**src/rtl/hilo_muldiv_unit_if.sv**
```systemverilog
// Bundle between the control/ALU side and the HI/LO unit.
//   Start/Op      : operation request with its opcode
//   busA/busB     : dividend (or mthi/mtlo source) and divisor
//   AluHi/AluLo   : ALU product high/low words for mult-capture
//   Busy/Done     : divide in progress / one-cycle divide-complete pulse
//   Hi/Lo         : HI and LO register contents
//   state_dbg     : current FSM state, for checkers
// Handshake: a request is Start=1 sampled on a rising clk edge. It is
// accepted only if Busy=0 at that edge; a request while Busy=1 is dropped,
// not queued. For a divide, Done=1 marks the single cycle in which the
// new Hi/Lo values are first visible, and Busy is already low then.
interface hilo_muldiv_unit_if #(parameter int WIDTH = 32);
  logic             Start;
  logic [2:0]       Op;
  logic [WIDTH-1:0] busA;
  logic [WIDTH-1:0] busB;
  logic [WIDTH-1:0] AluHi;
  logic [WIDTH-1:0] AluLo;
  logic             Busy;
  logic             Done;
  logic [WIDTH-1:0] Hi;
  logic [WIDTH-1:0] Lo;
  logic [1:0]       state_dbg;

  modport master (
    output Start, Op, busA, busB, AluHi, AluLo,
    input  Busy, Done, Hi, Lo, state_dbg
  );

  modport slave (
    input  Start, Op, busA, busB, AluHi, AluLo,
    output Busy, Done, Hi, Lo, state_dbg
  );
endinterface

```
**src/rtl/hilo_muldiv_unit.sv**
```systemverilog
// HI/LO register unit: captures the ALU multiply result, implements
// mthi/mtlo, and runs a WIDTH-iteration restoring divider for div/divu.
//   clk   : rising-edge clock
//   reset : synchronous active-high reset; aborts any divide in flight
//   bus   : request/status bundle (see hilo_muldiv_unit_if)
module hilo_muldiv_unit #(
  parameter int WIDTH = 32
) (
  input  logic              clk,
  input  logic              reset,
  hilo_muldiv_unit_if.slave bus
);
  localparam int CW = $clog2(WIDTH) + 1;

  localparam logic [2:0] OP_MULT = 3'b001;
  localparam logic [2:0] OP_DIV  = 3'b010;
  localparam logic [2:0] OP_DIVU = 3'b011;
  localparam logic [2:0] OP_MTHI = 3'b100;
  localparam logic [2:0] OP_MTLO = 3'b101;

  typedef enum logic [1:0] {IDLE = 2'd0, DIV = 2'd1, FIX = 2'd2} state_t;

  state_t           state;
  state_t           state_next;
  logic [CW-1:0]    count;
  logic [WIDTH-1:0] rem;
  logic [WIDTH-1:0] quo;
  logic [WIDTH-1:0] divisor;
  logic             q_neg;
  logic             r_neg;
  logic             div_zero;
  logic [WIDTH-1:0] hi;
  logic [WIDTH-1:0] lo;
  logic             done;

  logic             start_div;
  logic             is_signed;
  logic [WIDTH-1:0] a_abs;
  logic [WIDTH-1:0] b_abs;
  logic [WIDTH:0]   shifted;
  logic             take;
  logic [WIDTH-1:0] rem_next;
  logic [WIDTH-1:0] q_fix;
  logic [WIDTH-1:0] r_fix;

  assign start_div = bus.Start && (bus.Op == OP_DIV || bus.Op == OP_DIVU);
  assign is_signed = (bus.Op == OP_DIV);
  // Signed divide works on magnitudes; signs are reapplied in FIX.
  assign a_abs = (is_signed && bus.busA[WIDTH-1]) ? -bus.busA : bus.busA;
  assign b_abs = (is_signed && bus.busB[WIDTH-1]) ? -bus.busB : bus.busB;

  // Restoring step: bring the next dividend bit into the partial remainder
  // and keep the subtraction only if it does not go negative.
  assign shifted  = {rem, quo[WIDTH-1]};
  assign take     = (shifted >= {1'b0, divisor});
  assign rem_next = take ? WIDTH'(shifted - {1'b0, divisor}) : shifted[WIDTH-1:0];

  assign q_fix = q_neg ? -quo : quo;
  assign r_fix = r_neg ? -rem : rem;

  always_ff @(posedge clk) begin
    if (reset) state <= IDLE;
    else       state <= state_next;
  end

  always_comb begin
    state_next = state;
    case (state)
      IDLE:    if (start_div) state_next = DIV;
      DIV:     if (count == CW'(1)) state_next = FIX;
      FIX:     state_next = IDLE;
      default: state_next = IDLE;
    endcase
  end

  always_ff @(posedge clk) begin
    if (reset) begin
      count    <= '0;
      rem      <= '0;
      quo      <= '0;
      divisor  <= '0;
      q_neg    <= 1'b0;
      r_neg    <= 1'b0;
      div_zero <= 1'b0;
      hi       <= '0;
      lo       <= '0;
      done     <= 1'b0;
    end else begin
      done <= 1'b0;
      case (state)
        IDLE: begin
          if (bus.Start) begin
            case (bus.Op)
              OP_MULT: begin
                hi <= bus.AluHi;
                lo <= bus.AluLo;
              end
              OP_MTHI: hi <= bus.busA;
              OP_MTLO: lo <= bus.busA;
              OP_DIV, OP_DIVU: begin
                rem      <= '0;
                quo      <= a_abs;
                divisor  <= b_abs;
                q_neg    <= is_signed && (bus.busA[WIDTH-1] ^ bus.busB[WIDTH-1]);
                r_neg    <= is_signed && bus.busA[WIDTH-1];
                div_zero <= (bus.busB == '0);
                count    <= CW'(WIDTH);
              end
              default: ;
            endcase
          end
        end
        DIV: begin
          rem   <= rem_next;
          quo   <= {quo[WIDTH-2:0], take};
          count <= count - CW'(1);
        end
        FIX: begin
          // With a zero divisor the remainder already equals the dividend
          // (sign restored by r_fix); only the quotient needs forcing.
          lo   <= div_zero ? '1 : q_fix;
          hi   <= r_fix;
          done <= 1'b1;
        end
        default: ;
      endcase
    end
  end

  assign bus.Busy      = (state != IDLE);
  assign bus.Done      = done;
  assign bus.Hi        = hi;
  assign bus.Lo        = lo;
  assign bus.state_dbg = state;
endmodule
```
**src/flat_wrapper.sv**
```systemverilog
// flat-port wrapper written by rule: the top's interface ports become plain ports
module hilo_muldiv_unit_flat 
#(
  parameter int WIDTH = 32
)
  (clk, reset, bus_Start, bus_Op, bus_busA, bus_busB, bus_AluHi, bus_AluLo, bus_Busy, bus_Done, bus_Hi, bus_Lo, bus_state_dbg);
  hilo_muldiv_unit_if #(.WIDTH(WIDTH)) bus_i ();
  input  logic clk;
  input  logic reset;
  input wire logic [$bits(bus_i.Start)-1:0] bus_Start;
  input wire logic [$bits(bus_i.Op)-1:0] bus_Op;
  input wire logic [$bits(bus_i.busA)-1:0] bus_busA;
  input wire logic [$bits(bus_i.busB)-1:0] bus_busB;
  input wire logic [$bits(bus_i.AluHi)-1:0] bus_AluHi;
  input wire logic [$bits(bus_i.AluLo)-1:0] bus_AluLo;
  output wire logic [$bits(bus_i.Busy)-1:0] bus_Busy;
  output wire logic [$bits(bus_i.Done)-1:0] bus_Done;
  output wire logic [$bits(bus_i.Hi)-1:0] bus_Hi;
  output wire logic [$bits(bus_i.Lo)-1:0] bus_Lo;
  output wire logic [$bits(bus_i.state_dbg)-1:0] bus_state_dbg;
  assign bus_i.Start = bus_Start;
  assign bus_i.Op = bus_Op;
  assign bus_i.busA = bus_busA;
  assign bus_i.busB = bus_busB;
  assign bus_i.AluHi = bus_AluHi;
  assign bus_i.AluLo = bus_AluLo;
  assign bus_Busy = bus_i.Busy;
  assign bus_Done = bus_i.Done;
  assign bus_Hi = bus_i.Hi;
  assign bus_Lo = bus_i.Lo;
  assign bus_state_dbg = bus_i.state_dbg;
  hilo_muldiv_unit #(.WIDTH(WIDTH)) u_core (.clk(clk), .reset(reset), .bus(bus_i));
endmodule
```
**config.mk**
```make
export PLATFORM = sky130hd
export DESIGN_NAME = hilo_muldiv_unit_flat
export DESIGN_NICKNAME = d
export VERILOG_FILES = /design/src/rtl/hilo_muldiv_unit_if.sv /design/src/rtl/hilo_muldiv_unit.sv /design/src/flat_wrapper.sv
export SDC_FILE = /design/constraint.sdc
export NUM_CORES = 1
export LEC_CHECK = 0
export CAP_MARGIN = 5
export CORE_MARGIN = 2
export CORE_UTILIZATION = 55
export DETAILED_ROUTE_END_ITERATION = 16
export PLACE_DENSITY = 0.82
export SLEW_MARGIN = 20
export SYNTH_ARGS = -nofsm -noshare
export SYNTH_HDL_FRONTEND = slang
export SYNTH_SLANG_ARGS = --single-unit
```
**constraint.sdc**
```tcl
create_clock -name clk -period 6.5 [get_ports clk]
set_clock_uncertainty 0.05 [all_clocks]
set_input_delay 1.3 -clock clk [delete_from_list [all_inputs] [get_ports clk]]
set_output_delay 1.3 -clock clk [all_outputs]
set_load 0.005 [all_outputs]
```
==> impl_metrics.py, run 1 <==
metrics = {
    "detailed_routing": {
        "routedWlPerCell_um": 20.62,
        "drt_iter0_drc": 1008,
        "ant_nets": 0,
        "drc_errors": 0,
        "via_count": 12196,
        "via_per_inst": 6.306,
        "drt_wl_total_um": 39880,
        "dr.pass1.iters": 8,
    },
    "power_and_ir_drop": {
        "p_int_mw": 2.196,
        "leakage_nw": 5.289,
        "seq_power_share_pct": 34.0,
        "power.density_nw_per_um2": 239.7,
        "clkPwrFrac_pct": 29.8,
        "ir_worst_vdd_mv": 0.1923,
        "switchingPower_mw": 1.253,
        "switching_share_pct": 36.34,
        "pwr-share-comb_pct": 36.2,
    },
    "timing": {
        "fin_crit_sh_pct": 65.32,
        "fmaxAchievable_mhz": 235.5,
        "tightest_slew_ns": 1.111,
        "whs_ns": 0.4054,
        "rsz0062_at_grt": "false",
        "setup_viol": 0,
        "hold_viol_final": 0,
        "tns_ns": 0,
        "fin_crit_ns": 4.246,
        "drv_slew": 0,
        "timing.slew.headroom_pct": 25.87,
    },
    "final_layout": {
        "nets": 1819,
        "antenna_cells": 0,
        "final_layout_size_suffix_gt1_share_pct": 3.978,
        "design_area_um2": 14390,
        "fill_cells": 1782,
        "syn_to_final_growth_pct": 22.51,
    },
    "worst_setup_path": {
        "worstRegToRegCells": 10,
        "worstSetupStartpointType": "input pin",
        "worstSetupPathType": "input pin to flop",
        "cp.required_ns": 6.73,
        "cpMaxStageDelayCell": "nor3b_1",
        "slowest_delay_ns": 0.85,
        "crit_fanout": 14,
        "worstPathCellList": "clkdlybuf4s50_1 > nor3b_1 > nand2_1 > a31o_2 > nand2_1 > a21oi_1 > xnor2_1 > a222oi_1 > nor2_1",
        "crit_path_frequent_cell": "nand2_1",
        "critPathBufInv": 1,
        "arrival_ns": 4.48,
        "cp_num_cells": 9,
        "end_kind": "flop",
        "critical_path.top_delay_family": "simple AND/OR/NAND/NOR gates",
    },
    "cts": {
        "cts_htree_levels": 4,
        "ctsHoldBuffers": 0,
        "cts-root-buf": "clkbuf_16",
        "clock-sinks": 172,
        "cts_tree": "yes",
        "post_cts_resized": 0,
        "numCtsBuffers": 17,
        "cts_setup_buffers": 0,
        "cts_buffer_depth": 2,
        "clk_latency_ns": 0.44,
        "clk_pin_slew_worst_paths_ns": 0.07,
    },
    "floorplan": {
        "die_height_um": 150.1,
        "num_rows": 53,
        "initial_utilization_pct": 55.87,
        "die_w_um": 150.1,
        "fp.coreArea_um2": 21020,
        "dieArea_um2": 22540,
        "ios": 202,
    },
    "global_route": {
        "grt-ovfl-total": 0,
        "grt_usage_pct": 34.50,
        "grt_max_degree": 91,
        "grt_first_pass_wirelength_um": 60780,
        "grt_pass1_vias": 11179,
        "antenna_found_initial": 0,
    },
    "synthesis": {
        "synth_edf_count": 0,
        "ys_async_sr_fraction_pct": 0,
        "synth_cell_types": 65,
        "syn_area_um2": 11750,
        "ys_warn_count": 0,
        "synth_ff_type": "dfxtp_1",
        "synthesis.nets": 1690,
        "yosysSeqAreaShare_pct": 29.32,
        "ys_ff_latch": 172,
        "syn_inst": 1517,
        "avgSynthCellArea_um2": 7.742,
    },
    "place": {
        "dpl.hpwl_um": 29760,
        "port_buffers": 201,
        "post_dp_cell_area_um2": 13810,
        "routabilityCongestion": 0.9814,
    },
    "min_path": {
        "hold_path_depth": 2,
        "min_path_type": "flop to flop",
    },
    "status": {
        "status": "complete, no violations",
    },
    "flow_run": {
        "cap_violations": 0,
    },
}
## flip-flops by register name, summed over array words and instances (netlist names)
name,flops
u_core.div_zero,1
u_core.quo,32
u_core.bus.state_dbg,2
u_core.q_neg,1
u_core.rem,32
u_core.r_neg,1
u_core.divisor,32
u_core.bus.Lo,32
u_core.bus.Hi,32
u_core.count,6
u_core.bus.Done,1
## through the flow
step	cells	utilization [%]	power (mW)	setup WS (ns)
final	1934	68.45	3.449	2.254
after global routing	1934	68.45	3.604	1.966
after CTS	1934	68.44	3.435	2.352
after detailed placement	1902	65.71	2.424	1.909
after global placement	1902	65.71	2.413	2.041
after floorplan	1517	-	2.035	2.948
## cells in the final DEF (no fill, tap or decap), types with 12 or more instances in the layout
master,Yosys,final
or3_1,21,21
or4_1,12,12
o21bai_1,13,13
inv_1,54,54
a222oi_1,16,16
ha_1,38,38
nand2_1,192,192
dfxtp_1,172,171
a221oi_1,18,18
clkbuf_16,0,17
nor2_1,118,116
xnor2_1,77,77
o31ai_1,32,32
nand3_1,29,29
clkdlybuf4s50_1,0,200
buf_4,1,13
nor3_1,18,18
a211oi_1,41,41
a21oi_1,125,125
xor2_1,66,66
mux2i_1,62,62
o21ai_0,96,96
o211ai_1,29,29
nor4_1,16,16
## cell families (layout without fill, tap and decap cells)
kind of cell	Yosys count	after routing	share of synthesized area [%]
and+or+nand+nor	478	478	19.10
AOI/OAI and AO/OA	466	466	26.36
DFF	172	172	29.32
buffers and inverters	157	299	5.060
xor gates and xnor gates	143	143	10.66
muxes	62	62	5.284
adders and majority gates	39	39	4.219
## worst paths after layout
check,startpoint,endpoint,slack [ns]
setup / recovery,bus_Op[1],u_core.quo[28]$_SDFFE_PP0P_,2.25
hold reg to reg,u_core.bus.Hi[4]$_SDFFE_PP0P_,u_core.bus.Hi[4]$_SDFFE_PP0P_,0.41
hold / removal,u_core.bus.Hi[4]$_SDFFE_PP0P_,u_core.bus.Hi[4]$_SDFFE_PP0P_,0.41
setup reg to reg,u_core.rem[0]$_SDFFE_PP0P_,u_core.rem[13]$_SDFFE_PP0P_,2.51
## cell type report
class	instances	area [um^2]	area share [%]
flip-flops and latches	172	3445	23.94
inverters	54	202.7	1.409
clock inverters	12	127.6	0.8870
multi-input cells	1188	7724	53.68
well taps	275	344.1	2.391
repair buffers	213	2100	14.59
clock buffers	20	446.7	3.104
## Yosys cell counts, types with 6 or more instances
master | count | area, um^2
nand2_1 | 192 | 720.7
dfxtp_1 | 172 | 3443
a21oi_1 | 125 | 625.6
nor2_1 | 118 | 442.9
clkbuf_1 | 96 | 360.4
o21ai_0 | 96 | 480.5
xnor2_1 | 77 | 674.4
xor2_1 | 66 | 578.1
mux2i_1 | 62 | 620.6
inv_1 | 54 | 202.7
a211oi_1 | 41 | 307.8
ha_1 | 38 | 475.5
o31ai_1 | 32 | 240.2
nand3_1 | 29 | 145.1
o211ai_1 | 29 | 217.7
or3_1 | 21 | 131.4
a221oi_1 | 18 | 157.7
nor3_1 | 18 | 90.09
a222oi_1 | 16 | 160.2
nor4_1 | 16 | 100.1
o21bai_1 | 13 | 97.59
nand2b_1 | 12 | 75.07
nor2b_1 | 12 | 75.07
or4_1 | 12 | 90.09
a21o_1 | 11 | 82.58
a31oi_1 | 11 | 68.82
o41ai_1 | 11 | 96.34
a32o_1 | 10 | 100.1
a32oi_1 | 10 | 87.58
a311oi_1 | 7 | 61.31
a221o_1 | 6 | 60.06
a22oi_1 | 6 | 45.04
and2_1 | 6 | 37.54
nand4_1 | 6 | 37.54
or4_4 | 6 | 67.56
## power by group through the flow
stage / combinational, mW / sequential, mW / clock (mW)
floorplan: 0.863 / 1.17 / 0
global placement: 1.22 / 1.19 / 0
detailed placement: 1.23 / 1.20 / 0
CTS: 1.23 / 1.17 / 1.03
global route: 1.35 / 1.18 / 1.07
finish: 1.25 / 1.17 / 1.03
## layer usage
metal	vias up	wire length, um	GRT usage (%)
met3	111	3054	4.394
met4	0	1860	17.03
li1	5806	-	-
met2	574	18620	58.40
met5	-	0	0
met1	5705	16340	43.35
## tightest hold or removal path: stages, from the launching register on
cell and delay [ns]:
dfxtp_1 0.31, nand2_1 0.05, a21oi_1 0.05
No activity file was read; power rests on OpenSTA's default activity.
==> run 2: changes to the inputs <==
--- a/config.mk
+++ b/config.mk
@@ -7,9 +7,9 @@
 export LEC_CHECK = 0
 export CAP_MARGIN = 5
 export CORE_MARGIN = 2
-export CORE_UTILIZATION = 55
+export CORE_UTILIZATION = 49
 export DETAILED_ROUTE_END_ITERATION = 16
-export PLACE_DENSITY = 0.82
+export PLACE_DENSITY = 0.78
 export SLEW_MARGIN = 20
 export SYNTH_ARGS = -nofsm -noshare
 export SYNTH_HDL_FRONTEND = slang
==> constraint.sdc (replaced) <==
create_clock -name clk -period 3.65 [get_ports clk]
set_clock_uncertainty 0.05 [all_clocks]
set_input_delay 0.73 -clock clk [delete_from_list [all_inputs] [get_ports clk]]
set_output_delay 0.73 -clock clk [all_outputs]
set_load 0.005 [all_outputs]
==> run 2 against run 1 <==
Effect of this change: sequential power up 79%; via count increased by 2.9%; utilization shrank 4.6 points; die area up 12%; critical path depth unchanged; register-to-register slack worse by 2.4 ns; setup slack worse by 2.1 ns; sequential cell count unchanged; wire length up 9.4%; final cell count increased by 5.6%; critical path type is now flop to flop; highest routed layer unchanged.
==> impl_metrics.py, run 2 (same netlist as run 1, synthesis figures left out) <==
metrics = {
    "power_and_ir_drop": {
        "ir_worst_vdd_mv": 0.3021,
        "power.density_nw_per_um2": 418.9,
        "leakage_nw": 5.629,
    },
    "timing": {
        "hold_viol_final": 0,
        "setup_viol": 0,
        "fmaxAchievable_mhz": 282.9,
        "tns_ns": 0,
        "fin_crit_sh_pct": 96.83,
        "drv_slew": 0,
        "timing.slew.headroom_pct": 31.17,
        "tightest_slew_ns": 1.030,
        "fin_crit_ns": 3.534,
    },
    "detailed_routing": {
        "ant_nets": 0,
        "drt_wl_total_um": 43630,
        "routedWlPerCell_um": 21.37,
        "drt_iter0_drc": 1363,
        "drc_errors": 0,
        "via_per_inst": 6.146,
        "via_count": 12551,
        "dr.pass1.iters": 9,
    },
    "worst_setup_path": {
        "cp.required_ns": 3.92,
        "end_kind": "flop",
        "crit_fanout": 5,
        "cpMaxStageDelayCell": "or4_4",
        "worstSetupStartpointType": "flop",
        "arrival_ns": 3.81,
        "worstPathCellList": "or4_4 > or3_4 > or4_4 > or4_4 > or4_4 > o21ai_2 > xor2_1 > nand2_1 > a32o_1",
        "worstSetupPathType": "flop to flop",
        "crit_path_frequent_cell": "or4_4",
        "slowest_delay_ns": 0.54,
    },
    "place": {
        "routabilityCongestion": 1.061,
        "dpl.hpwl_um": 33110,
        "dpl.cell_count": 2010,
        "post_dp_cell_area_um2": 14400,
        "port_buffers": 201,
    },
    "cts": {
        "cts-root-buf": "clkbuf_16",
        "clk_latency_ns": 0.43,
        "cts_buffer_depth": 2,
        "ctsHoldBuffers": 0,
        "numCtsBuffers": 17,
        "cts_setup_buffers": 0,
        "clk_pin_slew_worst_paths_ns": 0.08,
        "cts_tree": "yes",
        "cts_htree_levels": 4,
        "clock-sinks": 172,
    },
    "floorplan": {
        "ios": 202,
        "die_w_um": 158.8,
        "fp.coreArea_um2": 23470,
        "die_height_um": 158.8,
        "initial_utilization_pct": 50.04,
        "dieArea_um2": 25220,
        "num_rows": 56,
    },
    "final_layout": {
        "nets": 1883,
        "layout_commonest_cell": "clkdlybuf4s50_1",
        "design_area_um2": 14980,
        "most-common-layout-cells": "200 x clkdlybuf4s50_1, 192 x nand2_1, 171 x dfxtp_1",
        "fin_cells": 2042,
        "antenna_cells": 0,
        "final_layout_size_suffix_gt1_share_pct": 7.719,
        "syn_to_final_growth_pct": 27.55,
        "final_core_util_pct": 63.82,
    },
    "flow_run": {
        "cap_violations": 0,
    },
    "status": {
        "status": "complete, no violations",
    },
    "global_route": {
        "grt_pass1_vias": 12076,
        "grt_usage_pct": 33.97,
        "antenna_found_initial": 0,
        "grt_max_degree": 76,
        "grt_first_pass_wirelength_um": 68370,
        "grt-ovfl-total": 0,
    },
    "min_path": {
        "min_path_type": "flop to flop",
    },
}
==> run 2: cell count changes in the layout (fill, tap and decap cells not counted), moves of 2 or more <==
cell,before,now
buf_4,13,73
clkinv_8,0,2
clkinvlp_4,3,1
clkinv_2,0,2
inv_6,4,7
buf_12,0,4
clkbuf_1,2,0
==> run 2: power by group <==
group / switching [mW] / internal [mW] / total [mW]
Clock: 0.890 / 0.907 / 1.80
Sequential: 0.119 / 1.97 / 2.09
Combinational: 1.31 / 1.08 / 2.39
==> run 2: layout make-up <==
cell class / instances / area, um^2
clock buffer: 17 / 425.4
clock inverter: 15 / 142.6
fill: 2071 / 8492
inverter: 54 / 202.7
multi-input combinational: 1188 / 7736
sequential: 172 / 3445
tap: 319 / 399.1
timing repair buffer: 277 / 2630
==> run 2: through the flow <==
stage | setup WS, ns | total power [mW] | hold WS, ns
after global routing | -0.0002145 | 6.586 | 0.4186
after global placement | 0.1358 | 4.430 | 0.3932
after detailed placement | 0.07727 | 4.461 | 0.3971
after floorplan | 0.2257 | 3.624 | 0.3906
final | 0.1156 | 6.275 | 0.4081
after CTS | 0.1300 | 6.238 | 0.4063
==> run 2: path summary, 6_finish.rpt <==
path	start	to	slack [ns]	depth (start not counted)
worst min register to register	u_core.bus.Hi[15]$_SDFFE_PP0P_	u_core.bus.Hi[15]$_SDFFE_PP0P_	0.41	2
worst max register to register	u_core.quo[4]$_SDFFE_PP0P_	u_core.bus.Lo[28]$_SDFFE_PP0P_	0.12	9
worst min-delay path	u_core.bus.Hi[15]$_SDFFE_PP0P_	u_core.bus.Hi[15]$_SDFFE_PP0P_	0.41	2
worst max-delay path	u_core.quo[4]$_SDFFE_PP0P_	u_core.bus.Lo[28]$_SDFFE_PP0P_	0.12	9
==> run 2: repair_timing <==
action,4_1_cts,5_1_grt
endpoints found under the hold margin,0,0
gates resized for setup,0,3
setup endpoints to repair,0,2
==> run 2: worst max-delay path: cells and delay by family, from the launching register on <==
family | cells | cell delay [ns]
AOI/OAI and AO/OA | 2 | 0.41
DFF | 1 | 0.32
and+or+nand+nor | 6 | 2.49
xor gates and xnor gates | 1 | 0.16
==> run 2: per-layer routing <==
layer	track usage, %	vias to the layer above	part of all wire [%]
met1	43.93	5867	42
met4	15.43	0	4.9
met5	0	-	0
met2	54.74	640	45
met3	6.635	124	8.1
li1	-	5920	-
==> patch: new RTL, settings of run 2 <==
Reset style: asynchronous (`reset`), changed in 2 clocked blocks. Comments in the files are not updated.
--- a/src/rtl/hilo_muldiv_unit.sv
+++ b/src/rtl/hilo_muldiv_unit.sv
@@ -58,7 +58,7 @@
   assign q_fix = q_neg ? -quo : quo;
   assign r_fix = r_neg ? -rem : rem;
 
-  always_ff @(posedge clk) begin
+  always_ff @(posedge clk or posedge reset) begin
     if (reset) state <= IDLE;
     else       state <= state_next;
   end
@@ -73,7 +73,7 @@
     endcase
   end
 
-  always_ff @(posedge clk) begin
+  always_ff @(posedge clk or posedge reset) begin
     if (reset) begin
       count    <= '0;
       rem      <= '0;
Function: differs if reset is asserted again (counterexample within 4 cycles, from zero or initial values and one cycle with reset high); with reset held inactive, the same outputs for 4 cycles.
==> patch against run 2 <==
Final area rose by 4.4%; routed wire length fell by 13%; sequential cell count did not move; worst hold slack improved by 0.026 ns; die area rose by 6.3%; area after synthesis rose by 6.4%; worst setup slack improved by 0.21 ns; global-route usage fell by 5.8 points; critical endpoint is now u_core.rem[30].
Power is not compared: it rests on default switching activity, and its combinational part moved more than twofold at a synthesized area within 25%.
==> patch: results (changes against run 2) <==
Placed cell areas: 15,100 µm² (+4.6%)
Synth top cells by count: nand2_1 (193), dfrtp_1 (172), o21ai_0 (147), a21oi_1 (113), xnor2_1 (101)
Placement Setup Slack: 0.0348 ns (-0.0425 ns)
Status: finished clean
Leakage: 0.00659 µW
Vias in the first global route: 11,300 (-6.3%)
Worst path slowest cell: a311oi_1
Vias per cell: 5.89 (-4.2%)
Yosys cell types: 70 (+7.7%)
Layout cell share with drive strength beyond 1: 0.0687 (-0.00849)
Avg Cell Area, Syn: 8.25 µm² (+6.5%)
Tightest Pin Transition: 1.00 ns (-0.0305 ns)
Register area share after synthesis: 0.344 (+0.0511)
Syn nets: 1,689 (-0.059%)
Nets@finish: 1,863 (-1.1%)
Min-delay src: u_core.divisor[24]
GP Congestion: 0.884 (-17%)
Crit. Startpoint: u_core.quo[31]
Synth area leaders: dfrtp_1 (34%), xnor2_1 (7.1%), mux2i_1 (6.5%), o21ai_0 (5.9%), nand2_1 (5.8%)
GRT Overall Usage: 0.282 (-0.0580)
Most used DFF post-synth: dfrtp_1
Hpwl dp: 28.6 mm (-14%)
Max incr delay on CP: 0.46 ns (-0.08 ns)
Cell total after placement: 2,001 (-0.45%)
Total wire length: 37.8 mm (-13%)
Worst Path Arrival: 3.60 ns (-0.21 ns)
Largest net degree at the start of global routing: 82 (+7.9%)
Drt first pass iters: 7 (-2)
Worst Path Max Fanout: 3 (-2)
Post-CTS Repair Setup Buffers: 0 (unchanged)
Drt first-iter violations: 1,051 (-23%)
[patch: layer usage]
layer	vias to the layer above	routed length, µm	track usage
met5	-	0	0
li1	5780	-	-
met2	480	17600	0.461
met4	0	1250	0.106
met1	5631	16100	0.373
met3	82	2820	0.0500
[patch: path summary, 6_finish.rpt]
kind / endpoint / slack, ns / depth (start not counted)
worst max-delay path: u_core.rem[30] / 0.32 / 12
worst min-delay path: u_core.divisor[24] / 0.43 / 2
worst max register to register: u_core.rem[30] / 0.32 / 12
worst min register to register: u_core.divisor[24] / 0.43 / 2
max in group asynchronous: u_core.bus.Hi[9] / 2.15 / 3
min in group asynchronous: u_core.rem[27] / 0.65 / 2
[patch: area by class of cell]
cell class	instances	area [µm²]
clock buffer	17	425
clock inverter	15	153
fill	2174	9470
inverter	57	218
multi-input combinational	1185	7620
sequential	172	4300
tap	330	413
timing repair buffer	257	2510
[patch: metrics by stage]
step | util | total power (µW) | hold slack (ns)
after floorplan | - | 9480 | 0.400
after global placement | 0.600 | 12000 | 0.412
after detailed placement | 0.600 | 12200 | 0.423
after CTS | 0.623 | 14100 | 0.438
after global routing | 0.623 | 15300 | 0.462
final | 0.623 | 14100 | 0.434
[patch: logic make-up (layout without fill, tap and decap cells)]
group | after synthesis | count (layout) | synth area share
buf+inv | 159 | 346 | 0.0485
flops | 172 | 172 | 0.344
simple gates | 428 | 428 | 0.161
compound gates | 487 | 487 | 0.236
fa+ha+maj | 39 | 39 | 0.0396
mux | 82 | 82 | 0.0658
xor+xnor | 149 | 149 | 0.104
[patch: power groups by stage]
stage / Clock, µW / Sequential [µW] / Combinational, µW
after floorplan: 0 / 3570 / 5900
after global placement: 0 / 3820 / 8190
after detailed placement: 0 / 3870 / 8360
after CTS: 1840 / 3840 / 8400
after global routing: 1940 / 4000 / 9390
final: 1830 / 3860 / 8460
[patch: worst max-delay path: cells and delay by family (launching register included)]
family          cells  cell delay, ns
flops               1            0.40
simple gates        1            0.15
compound gates      6            1.75
xor+xnor            1            0.16
fa+ha+maj           2            0.55
buf+inv             2            0.14
